### src/rtl/mult_pkg.sv
// Shared constants, stage payload type and sizing helper for the pipelined multiplier.
package mult_pkg;

    localparam int MULT_WIDTH_DEFAULT  = 32;
    localparam int MULT_SLICES_DEFAULT = 4;

    // Width of one partial product: full multiplicand times one slice of b.
    function automatic int partial_width(input int width, input int slices);
        return width + width / slices;
    endfunction

    typedef struct packed {
        logic [MULT_WIDTH_DEFAULT-1:0]   a_mag;
        logic [MULT_WIDTH_DEFAULT-1:0]   b_mag;
        logic                            neg;
        logic                            valid;
        logic                            acc_en;
        logic                            acc_sub;
        logic [2*MULT_WIDTH_DEFAULT-1:0] acc;
    } mult_stage_t;

endpackage

### src/rtl/mult_combine_tree.sv
// Combinational shift-and-add tree folding SLICES partial products into the 2*WIDTH magnitude.
module mult_combine_tree
    import mult_pkg::*;
#(
    parameter int WIDTH  = MULT_WIDTH_DEFAULT,
    parameter int SLICES = MULT_SLICES_DEFAULT
) (
    input  logic [SLICES*partial_width(WIDTH, SLICES)-1:0] pp,
    output logic [2*WIDTH-1:0]                             sum
);

    localparam int SW     = WIDTH / SLICES;
    localparam int PW     = partial_width(WIDTH, SLICES);
    localparam int RW     = 2 * WIDTH;
    localparam int LEVELS = $clog2(SLICES);

    logic [RW-1:0] node [SLICES];

    // Nodes are folded in place; the lower operand's low SW*2^k bits pass
    // straight through because the shifted upper operand is zero there.
    always_comb begin
        for (int i = 0; i < SLICES; i++) begin
            node[i] = RW'(pp[i*PW +: PW]);
        end
        for (int k = 0; k < LEVELS; k++) begin
            for (int j = 0; j < (SLICES >> (k + 1)); j++) begin
                node[j] = node[2*j] + (node[2*j+1] << (SW << k));
            end
        end
        sum = node[0];
    end

endmodule

### src/rtl/mult_pipe.sv
// Fully pipelined signed/unsigned multiplier with valid/ready, global stall and flush.
// Optional multiply-accumulate (MADD/MSUB) enabled by defining MULT_ACC_EN.
module mult_pipe
    import mult_pkg::*;
#(
    parameter int WIDTH   = MULT_WIDTH_DEFAULT,
    parameter int SLICES  = MULT_SLICES_DEFAULT,
    parameter int LATENCY = 3
) (
    input  logic             clk,
    input  logic             rst_n,
    input  logic             in_valid,
    output logic             in_ready,
    input  logic             op_signed,
    input  logic [WIDTH-1:0] op_a,
    input  logic [WIDTH-1:0] op_b,
`ifdef MULT_ACC_EN
    input  logic             acc_en,
    input  logic             acc_sub,
    input  logic [WIDTH-1:0] acc_hi,
    input  logic [WIDTH-1:0] acc_lo,
`endif
    input  logic             flush,
    output logic             out_valid,
    input  logic             out_ready,
    output logic [WIDTH-1:0] o_hi_result,
    output logic [WIDTH-1:0] o_lo_result
);

    localparam int SW  = WIDTH / SLICES;
    localparam int PW  = partial_width(WIDTH, SLICES);
    localparam int PPW = SLICES * PW;
    localparam int RW  = 2 * WIDTH;

    typedef struct packed {
        logic [WIDTH-1:0] a_mag;
        logic [WIDTH-1:0] b_mag;
        logic             neg;
`ifdef MULT_ACC_EN
        logic             acc_en;
        logic             acc_sub;
        logic [RW-1:0]    acc;
`endif
    } ops_t;

    typedef struct packed {
        logic [PPW-1:0] pp;
        logic           neg;
`ifdef MULT_ACC_EN
        logic           acc_en;
        logic           acc_sub;
        logic [RW-1:0]  acc;
`endif
    } pp_t;

    function automatic logic [PPW-1:0] form_pp(input logic [WIDTH-1:0] a,
                                               input logic [WIDTH-1:0] b);
        logic [PPW-1:0] pp;
        pp = '0;
        for (int i = 0; i < SLICES; i++) begin
            pp[i*PW +: PW] = PW'(a) * PW'(b[i*SW +: SW]);
        end
        return pp;
    endfunction

    logic advance;
    assign in_ready = !out_valid || out_ready;
    assign advance  = in_ready;

    // Magnitudes are unsigned from here on; 0x80.. stays 0x80.. as an unsigned value.
    ops_t in_ops;
    always_comb begin
        in_ops       = '0;
        in_ops.a_mag = (op_signed && op_a[WIDTH-1]) ? (~op_a + WIDTH'(1)) : op_a;
        in_ops.b_mag = (op_signed && op_b[WIDTH-1]) ? (~op_b + WIDTH'(1)) : op_b;
        in_ops.neg   = op_signed & (op_a[WIDTH-1] ^ op_b[WIDTH-1]);
`ifdef MULT_ACC_EN
        in_ops.acc_en  = acc_en;
        in_ops.acc_sub = acc_sub;
        in_ops.acc     = {acc_hi, acc_lo};
`endif
    end

    ops_t pp_src;
    logic pp_src_valid;

    generate
        if (LATENCY == 3) begin : g_lat3
            ops_t s0;
            logic v0;
            always_ff @(posedge clk or negedge rst_n) begin
                if (!rst_n) begin
                    v0 <= 1'b0;
                    s0 <= '0;
                end else begin
                    if (flush)        v0 <= 1'b0;
                    else if (advance) v0 <= in_valid;
                    if (advance)      s0 <= in_ops;
                end
            end
            assign pp_src       = s0;
            assign pp_src_valid = v0;
        end else begin : g_lat2
            assign pp_src       = in_ops;
            assign pp_src_valid = in_valid;
        end
    endgenerate

    pp_t pp_next;
    always_comb begin
        pp_next     = '0;
        pp_next.pp  = form_pp(pp_src.a_mag, pp_src.b_mag);
        pp_next.neg = pp_src.neg;
`ifdef MULT_ACC_EN
        pp_next.acc_en  = pp_src.acc_en;
        pp_next.acc_sub = pp_src.acc_sub;
        pp_next.acc     = pp_src.acc;
`endif
    end

    pp_t  s1;
    logic v1;
    always_ff @(posedge clk or negedge rst_n) begin
        if (!rst_n) begin
            v1 <= 1'b0;
            s1 <= '0;
        end else begin
            if (flush)        v1 <= 1'b0;
            else if (advance) v1 <= pp_src_valid;
            if (advance)      s1 <= pp_next;
        end
    end

    logic [RW-1:0] sum;
    mult_combine_tree #(
        .WIDTH  (WIDTH),
        .SLICES (SLICES)
    ) u_tree (
        .pp  (s1.pp),
        .sum (sum)
    );

    logic [RW-1:0] prod;
    logic [RW-1:0] result;
    always_comb begin
        prod   = s1.neg ? (~sum + RW'(1)) : sum;
        result = prod;
`ifdef MULT_ACC_EN
        if (s1.acc_en) begin
            result = s1.acc_sub ? (s1.acc - prod) : (s1.acc + prod);
        end
`endif
    end

    always_ff @(posedge clk or negedge rst_n) begin
        if (!rst_n) begin
            out_valid   <= 1'b0;
            o_hi_result <= '0;
            o_lo_result <= '0;
        end else begin
            if (flush)        out_valid <= 1'b0;
            else if (advance) out_valid <= v1;
            if (advance && v1) begin
                o_hi_result <= result[RW-1:WIDTH];
                o_lo_result <= result[WIDTH-1:0];
            end
        end
    end

endmodule

### config.mk
export PLATFORM = sky130hd
export DESIGN_NAME = mult_pipe
export DESIGN_NICKNAME = d
export VERILOG_FILES = /design/src/rtl/mult_pkg.sv /design/src/rtl/mult_combine_tree.sv /design/src/rtl/mult_pipe.sv
export SDC_FILE = /design/constraint.sdc
export NUM_CORES = 2
export LEC_CHECK = 0
export CORE_UTILIZATION = 59
export DETAILED_ROUTE_END_ITERATION = 10
export PLACE_DENSITY = 0.85
export SLEW_MARGIN = 20
export SYNTH_ARGS = -nofsm -noshare
export SYNTH_HDL_FRONTEND = slang
export SYNTH_SLANG_ARGS = --single-unit
export TNS_END_PERCENT = 30
### constraint.sdc
create_clock -name clk -period 5.71 [get_ports clk]
set_clock_uncertainty 0.15 [all_clocks]
set_input_delay 0.8565 -clock clk [delete_from_list [all_inputs] [get_ports clk]]
set_output_delay 0.8565 -clock clk [all_outputs]
set_load 0.1 [all_outputs]
==> run metrics <==
CTS H-tree lvls 2; number of synthesized register bits roughly 290; sequential area share after synthesis between 10% and 20%; largest net degree at the start of global routing approximately 210; final core area utilization ~73%; clk root buf clkbuf_16; post-layout net count roughly 7400; I/O pins 136; DR WL/cell ~22 µm; area grow syn2layout 22.2%; largest family of logic cells by synthesized area adder cells; TritonCTS clock tree done; layout cell share with drive strength beyond 1 between 10% and 20%; syn_area_per_cell approximately 8.6 µm²; final setup vio count 65; Primary FF master, synth dfrtp_1; gpl congestion ~0.93; drt first pass iters 9; Peak Freq 0.164 GHz; CTS Hold Bufs 0; Core Rows 105; die width 290 µm; vias in the first global route 46100; Sink Count approximately 290; cts bufs inserted 40; initial antenna violation count 5; Via Count ~45000; Post-Syn Instances about 5700; Warnings, synthesis 0; R2R cell count 27; GRT met3 Usage 11.6%; Mapped Area 49000 µm²; CP Max Fanout 7; wire length of the first global-routing pass 240000 µm; slew of the pin with the lowest slew margin 1.17 ns; Post-synth EDFFs 0; Final ANT Viol Nets 0; fin crit share 107%; RSZ-0062 raised after global routing true; busiest metal layer after global routing met2; adder-cell share of the synthesized area 38.9%; syn_nets 6876; final wirelength 159000 µm; Finished Layout Cells around 7400; Compound-Gate Fraction of Synth Area ~13%; GR Util met2 around 57%; Worst-path clk slew 0.06 ns; CP Data Required Time around 6.1 ns; commonest non-fill, non-tap cells in the layout 1003 x nand2_1, 723 x fa_1, 622 x inv_1, 598 x buf_4, 424 x and2_1; post-synth top area cell fa_1; DP HPWL approximately 110000 µm; Port Buf Inserts roughly 140; drt drc 0; post-synthesis simple-gate area fraction 20.0%; final setup margin -0.377 ns; CP startpoint s1[121]$_DFFE_PN0N_; Hold WC Path Type primary input to asynchronous set/reset pin; Clk Latency, worst-skew pair around 0.64 ns; GRT met1 Usage between 40% and 50%; mux share of post-synthesis cell area less than 1%; placed cell count approximately 7200; GR Util All Layers between 30% and 40%; Crit path arrival time ~6.5 ns; CP startpoint kind register; Final min period slightly above 6 ns; Core Box Area between 80000 and 90000 µm²; Slew Limit Fails 0; die area roughly 84000 µm²; max_slew headroom ~22%; leading post-synthesis cells by cell area fa_1 30%, dfrtp_1 15%, ha_1 8.5%; vias per cell approximately 6.1; DIE HEIGHT approximately 290 µm; Max-Cap Viols 0; final instance area 59900 µm²; CTS Buffer Depth 3; Crit Reg-Reg Startpoint s1[121]$_DFFE_PN0N_; most common cell after layout, fill and taps aside nand2_1; Critical Path End Type register; WS Path Type register to register; Synth cell types 93; Starting Density between 50% and 60%; Synth async-reset ratio between 90% and 100%; placed cell area about 56000 µm²; number of DRC markers in iteration 0 4790; status finished with violations; grt ovf 0; XOR/XNOR Fraction of Synth Area about 5.6%; Final Hold Violating Endpoints 0; share of the synthesized area in the top cell type 30.5%; violated checks setup timing
registers in the layout (all words and copies together), names as in the netlist:
name and flops:
o_lo_result 32, g_lat3.s0 65, s1 161, out_valid 1, g_lat3.v0 1, v1 1, o_hi_result 32
cells in the mapped netlist, drive strengths merged, types with 44 or more instances:
library cell and number:
a21oi 274, fa 746, o21ai 311, nand3 60, ha 331, and2 444, clkbuf 293, a21o 106
nor3 65, dfrtp 293, nand2b 44, nand2 1015, nor2 244, xor2 140, inv 640, xnor2 171
per-layer routing:
layer,wire [µm],vias to the layer above
met2,72600,2877
li1,-,19600
met1,57400,22200
met4,8400,6
met5,39,-
met3,21000,697
worst max-delay path: stages, from the launching register on:
cell and delay [ns]:
dfrtp_1 0.36, ha_2 0.19, inv_2 0.06, fa_2 0.36
nand2b_4 0.15, a211o_1 0.31, a21bo_2 0.23, and2_4 0.17
o21ai_2 0.16, a21o_1 0.16, a21oi_2 0.06, xnor2_1 0.23
fa_2 0.51, ha_4 0.29, and3_4 0.20, nand2_4 0.09
nor3_4 0.04, a211o_1 0.35, o2111a_1 0.28, a211oi_2 0.21
nand4_1 0.17, buf_4 0.19, nor3_4 0.21, buf_4 0.18
and3_4 0.19, nand3b_1 0.10, mux2_4 0.32, a21oi_2 0.10
final cells by class:
cell class | count | area, µm²
tap | 1070 | 1340
timing repair buffer | 834 | 7440
clock inverter | 17 | 233
fill | 5276 | 22200
inverter | 640 | 2410
sequential | 293 | 7360
antenna | 2 | 5.00
clock buffer | 55 | 1130
multi-input combinational | 4488 | 40000
cell families (layout without fill, tap and decap cells):
| kind of cell | count (synthesis) | in the layout |
|---|---|---|
| other cells | 0 | 2 |
| buf+inv | 949 | 1546 |
| fa+ha+maj | 1077 | 1077 |
| mux | 17 | 17 |
| compound gates | 1011 | 1011 |
| xor+xnor | 311 | 311 |
| flops | 293 | 293 |
| simple gates | 2071 | 2072 |
through the flow:
stage / setup TNS (ns) / setup WS [ns] / hold WS, ns
finish: -9.93 / -0.377 / 0.123
global route: -22.24 / -0.533 / 0.202
CTS: -1.52 / -0.161 / 0.205
detailed placement: -16.07 / -0.500 / 0.305
global placement: -8.96 / -0.422 / 0.302
floorplan: -0.0129 / -0.0119 / 0.289
path summary, 6_finish.rpt:
check	to	slack [ns]
max in group asynchronous	s1[156]$_DFFE_PN0N_	4.07
worst min register to register	o_hi_result[6]$_DFFE_PN0P_	0.31
worst min-delay path	o_lo_result[15]$_DFFE_PN0P_	0.12
min in group clk	o_hi_result[6]$_DFFE_PN0P_	0.31
worst max register to register	o_hi_result[28]$_DFFE_PN0P_	-0.38
worst max-delay path	o_hi_result[28]$_DFFE_PN0P_	-0.38
timing repair:
action	4_1_cts	5_1_grt
setup buffers	65	47
resized for setup	190	312
endpoints found under the hold margin	0	0
pin swaps	112	206
setup endpoints to repair	74	86
gates cloned	1	2
Power is not shown: default switching activity piles up to over one toggle a cycle in this logic, so the estimate is an artifact.
